--- src/rtl/xclean_pkg.sv ---
// Shared types and defaults for the X-clean skid buffer feeding the X-checker.
package xclean_pkg;

    typedef enum logic [1:0] {
        EMPTY = 2'd0,
        ONE   = 2'd1,
        TWO   = 2'd2
    } skid_state_e;

    localparam int WIDTH_DEF = 8;
    localparam int CNT_W_DEF = 16;

endpackage

--- src/rtl/xclean_skid_buffer.sv ---
// Two-entry valid/ready skid buffer with registered in_ready and an output that is
// forced to zero whenever it is not valid, so no X can reach the downstream checker.
module xclean_skid_buffer
    import xclean_pkg::*;
#(
    parameter int WIDTH = WIDTH_DEF,
    parameter int CNT_W = CNT_W_DEF
) (
    input  logic             clk,
    input  logic             rst_n,
    input  logic             in_valid,
    output logic             in_ready,
    input  logic [WIDTH-1:0] in_data,
    output logic             out_valid,
    input  logic             out_ready,
    output logic [WIDTH-1:0] out_data,
    output logic [CNT_W-1:0] xfer_count
);

    skid_state_e      state_q, state_d;
    logic [WIDTH-1:0] main_q, main_d;
    logic [WIDTH-1:0] skid_q, skid_d;
    logic [CNT_W-1:0] cnt_q, cnt_d;
    logic             push, pop;

    assign push = in_valid & in_ready;
    assign pop  = out_valid & out_ready;

    always_ff @(posedge clk or negedge rst_n) begin
        if (!rst_n) begin
            state_q <= EMPTY;
            main_q  <= '0;
            skid_q  <= '0;
            cnt_q   <= '0;
        end else begin
            state_q <= state_d;
            main_q  <= main_d;
            skid_q  <= skid_d;
            cnt_q   <= cnt_d;
        end
    end

    // in_data is only ever copied on an accepted push, so an idle X bus never lands in a flop.
    always_comb begin
        state_d = state_q;
        main_d  = main_q;
        skid_d  = skid_q;
        case (state_q)
            EMPTY: begin
                if (push) begin
                    state_d = ONE;
                    main_d  = in_data;
                end
            end
            ONE: begin
                if (push && pop) begin
                    main_d = in_data;
                end else if (push) begin
                    state_d = TWO;
                    skid_d  = in_data;
                end else if (pop) begin
                    state_d = EMPTY;
                    main_d  = '0;
                end
            end
            TWO: begin
                if (pop) begin
                    state_d = ONE;
                    main_d  = skid_q;
                    skid_d  = '0;
                end
            end
            default: begin
                state_d = EMPTY;
                main_d  = '0;
                skid_d  = '0;
            end
        endcase
    end

    always_comb begin
        cnt_d = cnt_q;
        if (pop) begin
            cnt_d = cnt_q + CNT_W'(1);
        end
    end

    // Handshake outputs decode the state register only; out_ready never reaches in_ready.
    always_comb begin
        out_valid = (state_q != EMPTY);
        in_ready  = (state_q != TWO);
    end

    assign out_data   = main_q & {WIDTH{out_valid}};
    assign xfer_count = cnt_q;

endmodule

--- config.mk ---
export PLATFORM = sky130hd
export DESIGN_NAME = xclean_skid_buffer
export DESIGN_NICKNAME = d
export VERILOG_FILES = /design/src/rtl/xclean_pkg.sv /design/src/rtl/xclean_skid_buffer.sv
export SDC_FILE = /design/constraint.sdc
export NUM_CORES = 1
export LEC_CHECK = 0
export BUFFER_PORTS_ARGS = -buffer_cell sky130_fd_sc_hd__buf_2
export CAP_MARGIN = 10
export CORE_MARGIN = 1.5
export CORE_UTILIZATION = 30
export CTS_CLUSTER_SIZE = 24
export DETAILED_ROUTE_END_ITERATION = 10
export GPL_ROUTABILITY_DRIVEN = 0
export GPL_TIMING_DRIVEN = 0
export MAX_ROUTING_LAYER = met4
export PLACE_DENSITY = 0.49
export SETUP_SLACK_MARGIN = 0.1
export SLEW_MARGIN = 5
export SYNTH_ARGS = -nofsm -noshare
export SYNTH_HDL_FRONTEND = slang
export SYNTH_SLANG_ARGS = --single-unit
--- constraint.sdc ---
create_clock -name clk -period 3 [get_ports clk]
set_clock_uncertainty 0.1 [all_clocks]
set_input_delay 0.3 -clock clk [delete_from_list [all_inputs] [get_ports clk]]
set_output_delay 0.3 -clock clk [all_outputs]
set_load 0.1 [all_outputs]
==> results.md <==
- Clk pwr share: 0.184
- CP peak stage delay: 450 ps
- CP top delay family: buffers and inverters
- First drt pass iteration count: 5
- Row cnt: 26
- Fmax: 407 MHz
- Dpl cells: 264
- Final period util: 0.820
- Post-CTS Setup Inserts: 0
- Clk sink count: 34
- Max_slew headroom: 0.482
- Critical path class: reg -> out
- HP Class: in -> async
- # port buffers: 37
- Vias per cell: 4.70
- Sequential fraction of the synthesis area: 0.530
- Min Hold Slack: -22.1 ps
- CP startpoint: state_q[0]
- Initial antenna violation count: 0
- Top Ports: 38
- Max Slew Vio Count: 0
- Switch share: 0.509
- Max Cap Viol: 0
- Tot GR Track Use: 0.140
- Cts hold-fix bufs: 0
- Reg power frac: 0.358
- Status: finished with violations
- CP Buf/Inv Count: 2
- Crit path DAT: ~2000 ps
- Diode count: 0
- NumNets Final: 214
- Max IR drop VDD: about 0.36 mV
- Routed len/inst: between 10 and 15 µm
- # DRC: 0
- Starting density of the core: 0.313
- Flop-to-flop setup slack: 1070 ps
- CTS Buf Count: 5
- Clock root cell: clkbuf_8
- Avg Inst Size Synth: 10.2 µm²
- Vias in the first global route: approximately 1300
- H-tree depth: 2
- Dpl hpwl: 2510 µm
- CP cell instances: clkbuf_1, nor2_1, nor2b_1, buf_2
- Worst skew pair latency: 290 ps
- Slowest-stage cell, CP: dfrtp_1
- Fin Setup TNS: 0 ps
- Post-route antenna net violation count: 0
- Setup-failing EPs final: 0
- Reg2reg start: state_q[0]
- Via count: 1279
- Reg clk slew, reported paths: 80 ps
- Die Y: 76.2 µm
- Die area: 5800 µm²
- Total gr overflow: 0
- Failing checks: negative hold slack
- Ys Warns: 0
- Crit path time final: between 2000 and 2500 ps
- Post-Route WL: 3700 µm
- Critical R2R Capture: main_q[2]
- Fin cells: 272
- First-pass GRT wire length: between 6000 and 7000 µm
- CTS tree: done
- Clock Path Buffers: 2
- Levels on crit path: 4
- Worst setup path end: out_data[1]
- Yosys reg bits: 34
- Synthesized cell area: 1610 µm²
- Crit Path Max Fanout: 10
- DRT iter0 DRCs: 96
- Net count after synthesis: 170
- Startpoint Class: flip-flop
- Post-synthesis cell type count: 26
- RSZ-0062 raised after global routing: false
- Largest net degree at the start of global routing: 35
- Core area: 5140 µm²
- Post_cts resized: 0
- P_int: 958 µW
- Logic pwr share: 0.458
- Leak pwr: 0.00100 µW
- Final number of hold-violating endpoints: 20
- Reg2Reg Depth: 4
- Synth Instances: 157
- Syn-to-layout area delta: 22.9%
- Element type at the critical path end: output port
- Width of the die: 76.2 µm
- Switching power: 993 µW
- Tightest Pin Transition: between 700 and 800 ps
- Power density cells: just under 1000 nW/µm²
- Share of layout cells above drive strength 1: 0.262
- WP data required: 2600 ps
==> worst min-delay path by stage <==
stage / start / to / depth (start not counted)
after detailed placement: rst_n / xfer_count[6] / 1
after CTS: rst_n / xfer_count[6] / 1
after global routing: rst_n / xfer_count[13] / 1
after floorplan: rst_n / main_q[0] / 0
after global placement: rst_n / xfer_count[8] / 1
final: rst_n / xfer_count[6] / 1
==> cells in the final DEF (no fill, tap or decap), types with 2 or more instances in the layout <==
| master | netlist | routed |
|---|---|---|
| a21oi_1 | 10 | 10 |
| a222oi_1 | 8 | 8 |
| buf_2 | 0 | 37 |
| clkbuf_1 | 2 | 2 |
| clkbuf_8 | 0 | 6 |
| dfrtp_1 | 34 | 34 |
| inv_1 | 14 | 14 |
| mux2_2 | 2 | 2 |
| nand2_1 | 14 | 14 |
| nand2b_1 | 2 | 2 |
| nand3_1 | 6 | 6 |
| nand4_1 | 2 | 2 |
| nor2_1 | 7 | 7 |
| nor2b_1 | 16 | 16 |
| nor3_1 | 2 | 2 |
| nor3_2 | 2 | 2 |
| nor4_1 | 3 | 3 |
| o21ai_0 | 8 | 8 |
| o22ai_1 | 2 | 2 |
| xnor2_1 | 7 | 7 |
| xor2_1 | 9 | 9 |
==> stage by stage <==
step	power, µW	util	setup slack, ps	cell area (µm²)	hold slack (ps)
2_1_floorplan	1430	-	379	1610	-95.6
3_3_place_gp	1600	0.366	806	1880	337
3_5_place_dp	1600	0.366	836	1880	329
4_1_cts	1970	0.384	519	1970	14.5
5_1_grt	2060	0.384	370	1970	56.7
6_report	1950	0.384	540	1970	-22.1
==> per-layer routing <==
layer  track usage  wire, µm  part of all wire  vias to the layer above
met4        0.0500        47             0.013                        0
met2         0.214      1640              0.44                       40
met3        0.0371       215             0.058                        5
met1         0.180      1800              0.49                      607
li1              -         -                 -                      627
met5             -         0                 0                        -
==> state kept, by name, summed over array words and instances (netlist names) <==
register    flops
main_q          8
skid_q          8
state_q         2
xfer_count     16
==> power by group through the flow <==
stage,Sequential [µW],Clock (µW),Combinational (µW)
after floorplan,956,0,471
after global placement,704,0,892
after detailed placement,702,0,901
after CTS,697,373,899
after global routing,719,393,951
final,699,358,893
==> worst register-to-register path: cells and delay by family (launching register included) <==
kind | cells | cell delay, ps
buffers and inverters | 2 | 490
AOI/OAI and AO/OA | 2 | 770
DFF | 1 | 450
==> Yosys cell counts <==
cell type / number / share of area
o21ai_0: 8 / 0.025
o22ai_1: 2 / 0.0078
mux2_2: 2 / 0.014
nand3_2: 1 / 0.0062
nand2b_1: 2 / 0.0078
o21ai_2: 1 / 0.0055
nor3_1: 2 / 0.0062
and2b_1: 1 / 0.0047
nor2_1: 7 / 0.016
or4_4: 1 / 0.0070
nand2_1: 14 / 0.033
dfrtp_1: 34 / 0.53
xnor2_1: 7 / 0.038
inv_1: 14 / 0.033
a21oi_1: 10 / 0.031
nor2b_1: 16 / 0.062
clkbuf_1: 2 / 0.0047
nor3_2: 2 / 0.012
nor4_1: 3 / 0.012
buf_4: 1 / 0.0047
nand4_1: 2 / 0.0078
o211a_1: 1 / 0.0062
xor2_1: 9 / 0.049
ha_1: 1 / 0.0078
nand3_1: 6 / 0.019
a222oi_1: 8 / 0.050
==> area by class of cell <==
type	count	area [µm²]
Timing Repair Buffer	37	185
Multi-Input combinational cell	106	688
Clock buffer	6	82.6
Fill cell	559	3170
Sequential cell	34	851
Buffer	3	15.0
Tap cell	70	87.6
Clock inverter	2	12.5
Inverter	14	52.6
==> kinds of logic after synthesis <==
group                    count (synthesis)  synth area share
AO/OA/AOI/OAI                           30             0.125
multiplexers                             2            0.0140
buffers and inverters                   17            0.0421
flip-flops                              34             0.530
adder cells (fa/ha/maj)                  1           0.00779
AND/OR/NAND/NOR                         57             0.194
XOR/XNOR                                16            0.0872
(Power assumes the default switching activity.)
